## src/rtl/id_stage_if.sv

```systemverilog
// Handshake and data bundle between fetch, register file, decode and execute.
// The slave modport is the decode stage's view; master is the surrounding pipeline.
interface id_stage_if #(
    parameter int XLEN   = 32,
    parameter int REG_AW = 5
);
    logic              in_valid_i;
    logic              in_ready_o;
    logic [31:0]       inst_i;
    logic [XLEN-1:0]   inst_addr_i;
    logic [REG_AW-1:0] rs1_addr_o;
    logic [REG_AW-1:0] rs2_addr_o;
    logic [XLEN-1:0]   rs1_data_i;
    logic [XLEN-1:0]   rs2_data_i;
    logic              flush_i;
    logic              out_valid_o;
    logic              out_ready_i;
    logic [31:0]       inst_o;
    logic [XLEN-1:0]   inst_addr_o;
    logic [XLEN-1:0]   op_num1_o;
    logic [XLEN-1:0]   op_num2_o;
    logic [XLEN-1:0]   imm_o;
    logic [REG_AW-1:0] rd_addr_o;
    logic              reg_wen_o;
    logic              illegal_o;

    modport slave (
        input  in_valid_i, inst_i, inst_addr_i, rs1_data_i, rs2_data_i,
        input  flush_i, out_ready_i,
        output in_ready_o, rs1_addr_o, rs2_addr_o, out_valid_o,
        output inst_o, inst_addr_o, op_num1_o, op_num2_o, imm_o,
        output rd_addr_o, reg_wen_o, illegal_o
    );

    modport master (
        output in_valid_i, inst_i, inst_addr_i, rs1_data_i, rs2_data_i,
        output flush_i, out_ready_i,
        input  in_ready_o, rs1_addr_o, rs2_addr_o, out_valid_o,
        input  inst_o, inst_addr_o, op_num1_o, op_num2_o, imm_o,
        input  rd_addr_o, reg_wen_o, illegal_o
    );
endinterface

```

## src/rtl/id_stage.sv

```systemverilog
// RV base-ISA instruction decode stage: combinational decode and register-file
// addressing, followed by a single registered output slot with valid/ready.
module id_stage #(
    parameter int XLEN   = 32,
    parameter int REG_AW = 5
) (
    input  logic      clk,
    input  logic      rst_n,
    id_stage_if.slave bus
);
    localparam logic [6:0] OPC_OP_IMM = 7'b0010011;
    localparam logic [6:0] OPC_OP     = 7'b0110011;
    localparam logic [6:0] OPC_BRANCH = 7'b1100011;
    localparam logic [6:0] OPC_JAL    = 7'b1101111;
    localparam logic [6:0] OPC_JALR   = 7'b1100111;
    localparam logic [6:0] OPC_LUI    = 7'b0110111;
    localparam logic [6:0] OPC_AUIPC  = 7'b0010111;
    localparam logic [6:0] OPC_LOAD   = 7'b0000011;
    localparam logic [6:0] OPC_STORE  = 7'b0100011;

    logic [31:0] inst;
    logic [6:0]  opcode;
    logic [2:0]  funct3;
    logic [6:0]  funct7;

    assign inst   = bus.inst_i;
    assign opcode = inst[6:0];
    assign funct3 = inst[14:12];
    assign funct7 = inst[31:25];

    logic [XLEN-1:0] imm_i;
    logic [XLEN-1:0] imm_s;
    logic [XLEN-1:0] imm_b;
    logic [XLEN-1:0] imm_u;
    logic [XLEN-1:0] imm_j;

    assign imm_i = XLEN'($signed(inst[31:20]));
    assign imm_s = XLEN'($signed({inst[31:25], inst[11:7]}));
    assign imm_b = XLEN'($signed({inst[31], inst[7], inst[30:25], inst[11:8], 1'b0}));
    assign imm_u = XLEN'($signed({inst[31:12], 12'b0}));
    assign imm_j = XLEN'($signed({inst[31], inst[19:12], inst[20], inst[30:21], 1'b0}));

    logic            legal;
    logic            use_rs1;
    logic            use_rs2;
    logic            writes_rd;
    logic [XLEN-1:0] dec_op1;
    logic [XLEN-1:0] dec_op2;
    logic [XLEN-1:0] dec_imm;

    // Anything not recognised leaves every field at zero and is flagged illegal.
    always_comb begin
        legal     = 1'b0;
        use_rs1   = 1'b0;
        use_rs2   = 1'b0;
        writes_rd = 1'b0;
        dec_op1   = '0;
        dec_op2   = '0;
        dec_imm   = '0;
        case (opcode)
            OPC_OP_IMM: begin
                legal     = 1'b1;
                use_rs1   = 1'b1;
                writes_rd = 1'b1;
                dec_op1   = bus.rs1_data_i;
                dec_op2   = imm_i;
                dec_imm   = imm_i;
            end
            OPC_OP: begin
                if (funct7 == 7'b0000000 || funct7 == 7'b0100000) begin
                    legal     = 1'b1;
                    use_rs1   = 1'b1;
                    use_rs2   = 1'b1;
                    writes_rd = 1'b1;
                    dec_op1   = bus.rs1_data_i;
                    dec_op2   = bus.rs2_data_i;
                end
            end
            OPC_BRANCH: begin
                if (funct3 != 3'b010 && funct3 != 3'b011) begin
                    legal   = 1'b1;
                    use_rs1 = 1'b1;
                    use_rs2 = 1'b1;
                    dec_op1 = bus.rs1_data_i;
                    dec_op2 = bus.rs2_data_i;
                    dec_imm = imm_b;
                end
            end
            OPC_JAL: begin
                legal     = 1'b1;
                writes_rd = 1'b1;
                dec_op1   = bus.inst_addr_i;
                dec_op2   = XLEN'(4);
                dec_imm   = imm_j;
            end
            OPC_JALR: begin
                if (funct3 == 3'b000) begin
                    legal     = 1'b1;
                    use_rs1   = 1'b1;
                    writes_rd = 1'b1;
                    dec_op1   = bus.inst_addr_i;
                    dec_op2   = XLEN'(4);
                    dec_imm   = imm_i;
                end
            end
            OPC_LUI: begin
                legal     = 1'b1;
                writes_rd = 1'b1;
                dec_op1   = imm_u;
                dec_imm   = imm_u;
            end
            OPC_AUIPC: begin
                legal     = 1'b1;
                writes_rd = 1'b1;
                dec_op1   = bus.inst_addr_i;
                dec_op2   = imm_u;
                dec_imm   = imm_u;
            end
            OPC_LOAD: begin
                if (funct3 inside {3'b000, 3'b001, 3'b010, 3'b100, 3'b101}) begin
                    legal     = 1'b1;
                    use_rs1   = 1'b1;
                    writes_rd = 1'b1;
                    dec_op1   = bus.rs1_data_i;
                    dec_op2   = imm_i;
                    dec_imm   = imm_i;
                end
            end
            OPC_STORE: begin
                if (funct3 inside {3'b000, 3'b001, 3'b010}) begin
                    legal   = 1'b1;
                    use_rs1 = 1'b1;
                    use_rs2 = 1'b1;
                    dec_op1 = bus.rs1_data_i;
                    dec_op2 = bus.rs2_data_i;
                    dec_imm = imm_s;
                end
            end
            default: ;
        endcase
    end

    logic [REG_AW-1:0] dec_rd;
    logic              dec_wen;

    assign bus.rs1_addr_o = use_rs1 ? REG_AW'(inst[19:15]) : '0;
    assign bus.rs2_addr_o = use_rs2 ? REG_AW'(inst[24:20]) : '0;
    assign dec_rd         = writes_rd ? REG_AW'(inst[11:7]) : '0;
    assign dec_wen        = writes_rd && (inst[11:7] != 5'd0);

    logic              out_valid_q, out_valid_d;
    logic [31:0]       inst_q, inst_d;
    logic [XLEN-1:0]   inst_addr_q, inst_addr_d;
    logic [XLEN-1:0]   op1_q, op1_d;
    logic [XLEN-1:0]   op2_q, op2_d;
    logic [XLEN-1:0]   imm_q, imm_d;
    logic [REG_AW-1:0] rd_q, rd_d;
    logic              wen_q, wen_d;
    logic              ill_q, ill_d;
    logic              in_ready;
    logic              accept;

    assign in_ready = !out_valid_q || bus.out_ready_i;
    assign accept   = bus.in_valid_i && in_ready;

    // Flush wins over everything; data registers only move on an accept.
    always_comb begin
        out_valid_d = out_valid_q;
        inst_d      = inst_q;
        inst_addr_d = inst_addr_q;
        op1_d       = op1_q;
        op2_d       = op2_q;
        imm_d       = imm_q;
        rd_d        = rd_q;
        wen_d       = wen_q;
        ill_d       = ill_q;
        if (bus.flush_i) begin
            out_valid_d = 1'b0;
        end else if (accept) begin
            out_valid_d = 1'b1;
            inst_d      = inst;
            inst_addr_d = bus.inst_addr_i;
            op1_d       = dec_op1;
            op2_d       = dec_op2;
            imm_d       = dec_imm;
            rd_d        = dec_rd;
            wen_d       = dec_wen;
            ill_d       = !legal;
        end else if (bus.out_ready_i) begin
            out_valid_d = 1'b0;
        end
    end

    always_ff @(posedge clk or negedge rst_n) begin
        if (!rst_n) begin
            out_valid_q <= 1'b0;
            inst_q      <= '0;
            inst_addr_q <= '0;
            op1_q       <= '0;
            op2_q       <= '0;
            imm_q       <= '0;
            rd_q        <= '0;
            wen_q       <= 1'b0;
            ill_q       <= 1'b0;
        end else begin
            out_valid_q <= out_valid_d;
            inst_q      <= inst_d;
            inst_addr_q <= inst_addr_d;
            op1_q       <= op1_d;
            op2_q       <= op2_d;
            imm_q       <= imm_d;
            rd_q        <= rd_d;
            wen_q       <= wen_d;
            ill_q       <= ill_d;
        end
    end

    assign bus.in_ready_o  = in_ready;
    assign bus.out_valid_o = out_valid_q;
    assign bus.inst_o      = inst_q;
    assign bus.inst_addr_o = inst_addr_q;
    assign bus.op_num1_o   = op1_q;
    assign bus.op_num2_o   = op2_q;
    assign bus.imm_o       = imm_q;
    assign bus.rd_addr_o   = rd_q;
    assign bus.reg_wen_o   = wen_q;
    assign bus.illegal_o   = ill_q;
endmodule

```

## src/flat_wrapper.sv

```systemverilog
// flat-port wrapper written by rule: the top's interface ports become plain ports
module id_stage_flat 
#(
    parameter int XLEN   = 32,
    parameter int REG_AW = 5
)
  (clk, rst_n, bus_in_valid_i, bus_inst_i, bus_inst_addr_i, bus_rs1_data_i, bus_rs2_data_i, bus_flush_i, bus_out_ready_i, bus_in_ready_o, bus_rs1_addr_o, bus_rs2_addr_o, bus_out_valid_o, bus_inst_o, bus_inst_addr_o, bus_op_num1_o, bus_op_num2_o, bus_imm_o, bus_rd_addr_o, bus_reg_wen_o, bus_illegal_o);
  id_stage_if #(.XLEN(XLEN), .REG_AW(REG_AW)) bus_i ();
  input  logic clk;
  input  logic rst_n;
  input wire logic [$bits(bus_i.in_valid_i)-1:0] bus_in_valid_i;
  input wire logic [$bits(bus_i.inst_i)-1:0] bus_inst_i;
  input wire logic [$bits(bus_i.inst_addr_i)-1:0] bus_inst_addr_i;
  input wire logic [$bits(bus_i.rs1_data_i)-1:0] bus_rs1_data_i;
  input wire logic [$bits(bus_i.rs2_data_i)-1:0] bus_rs2_data_i;
  input wire logic [$bits(bus_i.flush_i)-1:0] bus_flush_i;
  input wire logic [$bits(bus_i.out_ready_i)-1:0] bus_out_ready_i;
  output wire logic [$bits(bus_i.in_ready_o)-1:0] bus_in_ready_o;
  output wire logic [$bits(bus_i.rs1_addr_o)-1:0] bus_rs1_addr_o;
  output wire logic [$bits(bus_i.rs2_addr_o)-1:0] bus_rs2_addr_o;
  output wire logic [$bits(bus_i.out_valid_o)-1:0] bus_out_valid_o;
  output wire logic [$bits(bus_i.inst_o)-1:0] bus_inst_o;
  output wire logic [$bits(bus_i.inst_addr_o)-1:0] bus_inst_addr_o;
  output wire logic [$bits(bus_i.op_num1_o)-1:0] bus_op_num1_o;
  output wire logic [$bits(bus_i.op_num2_o)-1:0] bus_op_num2_o;
  output wire logic [$bits(bus_i.imm_o)-1:0] bus_imm_o;
  output wire logic [$bits(bus_i.rd_addr_o)-1:0] bus_rd_addr_o;
  output wire logic [$bits(bus_i.reg_wen_o)-1:0] bus_reg_wen_o;
  output wire logic [$bits(bus_i.illegal_o)-1:0] bus_illegal_o;
  assign bus_i.in_valid_i = bus_in_valid_i;
  assign bus_i.inst_i = bus_inst_i;
  assign bus_i.inst_addr_i = bus_inst_addr_i;
  assign bus_i.rs1_data_i = bus_rs1_data_i;
  assign bus_i.rs2_data_i = bus_rs2_data_i;
  assign bus_i.flush_i = bus_flush_i;
  assign bus_i.out_ready_i = bus_out_ready_i;
  assign bus_in_ready_o = bus_i.in_ready_o;
  assign bus_rs1_addr_o = bus_i.rs1_addr_o;
  assign bus_rs2_addr_o = bus_i.rs2_addr_o;
  assign bus_out_valid_o = bus_i.out_valid_o;
  assign bus_inst_o = bus_i.inst_o;
  assign bus_inst_addr_o = bus_i.inst_addr_o;
  assign bus_op_num1_o = bus_i.op_num1_o;
  assign bus_op_num2_o = bus_i.op_num2_o;
  assign bus_imm_o = bus_i.imm_o;
  assign bus_rd_addr_o = bus_i.rd_addr_o;
  assign bus_reg_wen_o = bus_i.reg_wen_o;
  assign bus_illegal_o = bus_i.illegal_o;
  id_stage #(.XLEN(XLEN), .REG_AW(REG_AW)) u_core (.clk(clk), .rst_n(rst_n), .bus(bus_i));
endmodule
```

## config.mk

```make
export PLATFORM = sky130hd
export DESIGN_NAME = id_stage_flat
export DESIGN_NICKNAME = d
export VERILOG_FILES = /design/src/rtl/id_stage_if.sv /design/src/rtl/id_stage.sv /design/src/flat_wrapper.sv
export SDC_FILE = /design/constraint.sdc
export NUM_CORES = 1
export LEC_CHECK = 0
export ABC_AREA = 1
export ABC_CLOCK_PERIOD_IN_PS = 2500
export BUFFER_PORTS_ARGS = -buffer_cell sky130_fd_sc_hd__buf_2
export CORE_MARGIN = 1.5
export CORE_UTILIZATION = 30
export DETAILED_ROUTE_END_ITERATION = 7
export GPL_ROUTABILITY_DRIVEN = 0
export GPL_TIMING_DRIVEN = 0
export PLACE_DENSITY = 0.5
export SETUP_SLACK_MARGIN = 0.02
export SLEW_MARGIN = 0
export SYNTH_ARGS = -nofsm -noshare
export SYNTH_HDL_FRONTEND = slang
export SYNTH_SLANG_ARGS = --single-unit
```

## constraint.sdc

```tcl
create_clock -name clk -period 2.5 [get_ports clk]
set_input_delay 0.125 -clock clk [delete_from_list [all_inputs] [get_ports clk]]
set_output_delay 0.125 -clock clk [all_outputs]
set_load 0.1 [all_outputs]
```

Yosys cells after proc, flatten, opt, wreduce, memory -nomap -nowiden. Index checks and enable logic that the tools add are counted.

Input port bits: 133. Bits in registers: 168. Memory bits (writable): 0. Latch bits: 0. Memories kept: 0. Logic and storage cells: 74. ROM bits: 0.

Equality and inequality tests: 16. $add $sub $neg: 0. Reduce and logical (&&, ||, !) cells: 17. Magnitude comparators: 0. Shift-type cells: 0. Multiplexer cells: 31. Bitwise gates (word level): 1. $mul: 0. Div/mod/pow operators: 0.

Operator list (count): case mux 32 bit (8 select lines) (2); two-way mux 32 bit (12); case mux 32 bit (7 select lines) (1); equality test 7 x 6 -> 1 bit, second input constant (4); equality test 7 bit, second input constant (3); two-way mux 5 bit (3); equality test 7 x 5 -> 1 bit, second input constant (2); case mux 1 bit (6 select lines) (2); nonzero test 5 bit (2); two-way mux 1 bit (8); equality test 7 x 2 -> 1 bit, second input constant (1); logical NOT 7 bit (1); equality test 3 bit, second input constant (2); != test 3 x 2 -> 1 bit, second input constant (2); nonzero test 3 bit (2); case mux 1 bit (4 select lines) (1); OR reduction 2 bit (2); OR reduction 4 bit (1); equality test 3 x 1 -> 1 bit, second input constant (1); equality test 3 x 2 -> 1 bit, second input constant (1); logical AND 1 bit (3); logical NOT 3 bit (1); two-way mux 3 bit (1); case mux 1 bit (3 select lines) (1); 4 further kinds (6).

Longest topological paths before layout.
Depth in word-level cells: 5. Gate-level depth with buffers: 12.

Least setup slack after synthesis. Ideal clock, no wire load.

Kind: register to register. Start point: register u_core.out_valid_q, in the netlist u_core.bus.out_valid_o. End point: register u_core.inst_addr_q[12], in the netlist u_core.bus.inst_addr_o[12]. Clock period less this slack: 2.910 ns. Setup slack: -0.410 ns. Buffers on the path: 2. Library setup time: 0.083 ns. Cell stages (with the launch flop): 7. Arrival: 2.827 ns. Cells stage by stage: dfrtp_1 nand2_1 nand2_1 clkbuf_1 buf_1 nand2_1 o21ai_0.

Cells in the longest elaborated chain, start to end: 4.

RTL lines: from (decl) (RTL line id_stage.sv:151) `logic out_valid_q, out_valid_d;`; from (signal assigned) (RTL line id_stage.sv:206) `out_valid_q <= out_valid_d;`; logical NOT 1 bit (RTL line id_stage.sv:163) `assign in_ready = !out_valid_q || bus.out_ready_i;`; logical OR 1 bit (RTL line id_stage.sv:163); named net bus_in_ready_o (RTL line flat_wrapper.sv:18) `output wire logic [$bits(bus_i.in_ready_o)-1:0] bus_in_ready_o;`; logical AND 1 bit (RTL line id_stage.sv:164) `assign accept = bus.in_valid_i && in_ready;`; AND reduction 2 bit (no source line); to (signal assigned) (RTL line id_stage.sv:208) `inst_addr_q <= inst_addr_d;`; to (decl) (RTL line id_stage.sv:153) `logic [XLEN-1:0] inst_addr_q, inst_addr_d;`.

The timed path passes the listed nets, and every way through them passes these cells. A chain may end at the register's enable or synchronous reset.

Worst setup path after layout.
Start point: input port bus_inst_i[27]. End point: output port bus_rs1_addr_o[3].

Cells in the longest elaborated chain, start to end: 5. Elaborated cells between the ends (all ways): 6. Those cells by class: eq/ne (1); mux (3); reduce/logical (2).

RTL lines: from (decl) (RTL line flat_wrapper.sv:12) `input wire logic [$bits(bus_i.inst_i)-1:0] bus_inst_i;`; equality test 7 x 6 -> 1 bit or logical NOT 7 bit (tied branches) (RTL line id_stage.sv:70) `if (funct7 == 7'b0000000 || funct7 == 7'b0100000) begin`; logical OR 1 bit * (RTL line id_stage.sv:70); two-way mux 1 bit * (RTL line id_stage.sv:70); case mux 1 bit (6 select lines) * (RTL line id_stage.sv:60) `case (opcode)`; two-way mux 5 bit * (RTL line id_stage.sv:146) `assign bus.rs1_addr_o = use_rs1 ? REG_AW'(inst[19:15]) : '0;`; to (decl) (RTL line flat_wrapper.sv:19) `output wire logic [$bits(bus_i.rs1_addr_o)-1:0] bus_rs1_addr_o;`.

Mark *: on every way between the ends. The rest lies on a longest branch, timed or not.

==> out/metrics.csv <==
metric;value;unit
r2r_start;u_core.bus.out_valid_o;
status;finished, final reports clean;
synth_top_area_cell;dfrtp_1;
die-area;38820;um^2
whs;0.02190;ns
clockRootBuffer;clkbuf_16;
clock_sinks;168;
rsz0062_at_grt;false;
core_area;36870;um^2
cts_tree;yes;
post-route-drc-count;0;
cp-end-kind;primary output;
drt_wl_total;52620;um
p_leak;8.967;nW
grtUsageMet3;5.754;%
insertion_delay;0.47;ns
syn_avg_cell_area;6.036;um^2
period_share;97.83;%
drive_gt1_share;18.83;%
hp-start;bus_inst_i[10];
die_x;197.0;um
cp-start-kind;primary input;
grt_max_degree;86;
r2r_end;u_core.bus.imm_o[2];
ir_worst_vdd;0.5091;mV
cpMaxStageDelayCell;nand3_1;
synth_seq_cells;168;
mappedNetlistArea;11290;um^2
path_clk_slew;0.08;ns
ctsHtreeMaxLevel;4;
area_growth;28.40;%
finalNonFillerCells;2757;
min_path_type;primary input to flop;
pwr-share-seq;35.9;%
row_count;70;
grt_overflow_total;0;
setup_viol;0;
skew;0.01174;ns
wl_per_cell;19.09;um
die-height;197.0;um
fillers;4131;
power_density;579.3;nW/um^2
ys_top_cells_by_area;dfrtp_1, nand2_1, nand3_1, nor2_1, inv_1;
ys.flop_type;dfrtp_1;
use_met1;35.74;%
path_max_fanout;7;
finalNetCount;2366;
ff_latch_area;4205;um^2
max_stage_delay;0.32;ns
yosys_warnings;0;
ant_nets;0;
swShare;44.58;%
path_cells;buf_2, nor2_1, nand3_1, inv_2, nand2_1, nand3_2, nor3_4, buf_4, nor2_1, buf_6;
startpoint;bus_inst_i[27];
synth_common_cells;nand2_1, nand3_1, nor2_1;
crit_type;primary input to primary output;
hold_viol;0;
crit_required;2.38;ns
busiest_layer;met2;
synth_top_area_share;37.23;%
grt_use_met2;43.37;%
vias_per_cell;4.967;
slew_viol_final;0;
dr.first_iter.drc_count;1222;
vias;13700;
grt_pass1_vias;12930;
clock.fmax;408.9;MHz
io_buffers;303;
numPlacedInstances;2679;
yosysSeqAreaShare;37.23;%
grt_pass1_wl;78290;um
worstSetupEndpoint;bus_rs1_addr_o[3];
ios;312;
syn_inst;1871;
slew-limit-headroom;34.58;%
pwr-share-clk;32.3;%
synth-edff-count;0;
initial_core_util;30.63;%
syn_nets;2004;
drt_first_pass_iters;7;
crit_top_cell;nor2_1;
power.internal;4.656;mW
maxCapViolations;0;
clockBufferDepth;2;
yosysUniqueCellTypes;22;
cp.arrival;2.32;ns
worst_pin_slew;0.9813;ns
rrSetupSlack;0.14;ns
p_comb_share;31.8;%
synth_most_common_cell;nand2_1;
antenna_found_initial;9;
grt_usage;26.96;%
reg2regPathDepth;6;
multiInputGateArea;6071;um^2
power_switching;3.745;mW
hpwlAfterDp;39470;um
fin_crit;2.446;ns
numCtsBuffers;17;
async_flop_share;100.0;%
-- cell usage in the layout (no fill, tap or decap) --
cell type      Yosys  layout
clkbuf_1          62      60
nand3_1          318     317
inv_6              0       3
clkinv_8           0       3
clkinv_4           0       1
buf_1              9       9
inv_2              6       7
nand2_1          777     776
nor2_1           240     240
buf_4              9      12
nand2_2            2       3
clkinv_2           0       1
dfrtp_1          168     167
dlygate4sd3_1      0      38
nor4_1             1       1
dfrtp_2            0       1
buf_16             0       1
a21oi_1           14      14
o21ai_1           31      31
nor2_4             3       3
inv_1            108     107
clkinvlp_4         0       3
buf_6              0       2
nand3b_1           1       1
nor3_4             0       1
clkbuf_16          0      17
clkbuf_2           0       1
nor2_2             2       2
nand3_2            2       3
a21oi_2            1       1
nand4_1            1       1
buf_2             54     353
o21ai_0           61      61
buf_8              0       1
inv_8              0       4
diode_2            0       7
-- repair_timing --
item                                    in CTS  in global routing
endpoints found under the setup margin      10                 15
setup buffers                                2                  0
hold endpoints to repair                   119                  0
resized for setup                            5                  6
hold buffers                                38                  0
pin swaps                                    1                  0
-- logic make-up after synthesis --
group | share of synthesized area [%]
AO/OA/AOI/OAI | 4.775
flip-flops | 37.23
AND/OR/NAND/NOR | 48.86
buffers and inverters | 9.140
-- worst min-delay path by stage --
stage	end	slack, ns	cells past startpoint
final	u_core.bus.inst_o[10]	0.02	3
after global routing	u_core.bus.inst_o[10]	0.01	3
after CTS	u_core.bus.inst_o[10]	0.005	3
after detailed placement	u_core.bus.out_valid_o	0.16	1
after global placement	u_core.bus.out_valid_o	0.29	2
after floorplan	u_core.bus.illegal_o	-0.17	0
-- flip-flops by register name, summed over array words and instances, names as in the netlist --
| register | cells |
|---|---|
| u_core.bus.illegal_o | 1 |
| u_core.bus.imm_o | 32 |
| u_core.bus.inst_addr_o | 32 |
| u_core.bus.inst_o | 32 |
| u_core.bus.op_num1_o | 32 |
| u_core.bus.op_num2_o | 32 |
| u_core.bus.out_valid_o | 1 |
| u_core.bus.rd_addr_o | 5 |
| u_core.bus.reg_wen_o | 1 |
-- metrics by stage --
| step | instance area (um^2) | utilization, % | power (mW) | worst slack, ns | setup TNS [ns] |
|---|---|---|---|---|---|
| 3_3_place_gp | 13440 | 36.46 | 5.670 | -1.811 | -257.37 |
| 3_5_place_dp | 13480 | 36.56 | 5.689 | -0.3882 | -1.663 |
| 4_1_cts | 14470 | 39.25 | 8.460 | 0.04226 | 0 |
| 5_1_grt | 14490 | 39.30 | 8.717 | 0.03764 | 0 |
| 2_1_floorplan | 11300 | - | 4.948 | 0.1230 | 0 |
| 6_report | 14500 | 39.32 | 8.400 | 0.05420 | 0 |
-- critical path: cells and delay by family --
family	cells	cell delay, ns
and+or+nand+nor	6	1.24
buffers and inverters	4	0.94
-- layout make-up --
type | count | share of cell area, %
Multi-Input combinational cell | 1455 | 41.87
Sequential cell | 168 | 29.00
Timing Repair Buffer | 344 | 13.55
Tap cell | 504 | 4.349
Buffer | 133 | 4.150
Inverter | 114 | 2.951
Clock buffer | 17 | 2.934
Clock inverter | 15 | 1.079
Antenna cell | 7 | 0.1208
-- power groups by stage --
| stage | logic [mW] | registers (mW) | clock network (mW) |
|---|---|---|---|
| after floorplan | 0.465 | 4.48 | 0 |
| after global placement | 2.60 | 3.07 | 0 |
| after detailed placement | 2.62 | 3.07 | 0 |
| after CTS | 2.67 | 3.02 | 2.77 |
| after global routing | 2.80 | 3.04 | 2.88 |
| final | 2.67 | 3.02 | 2.71 |
-- routing by layer --
metal	vias up	routed length, um
li1	6576	-
met1	6452	22600
met2	577	24120
met3	84	4323
met4	6	1538
met5	-	40
(Power assumes the default switching activity.)
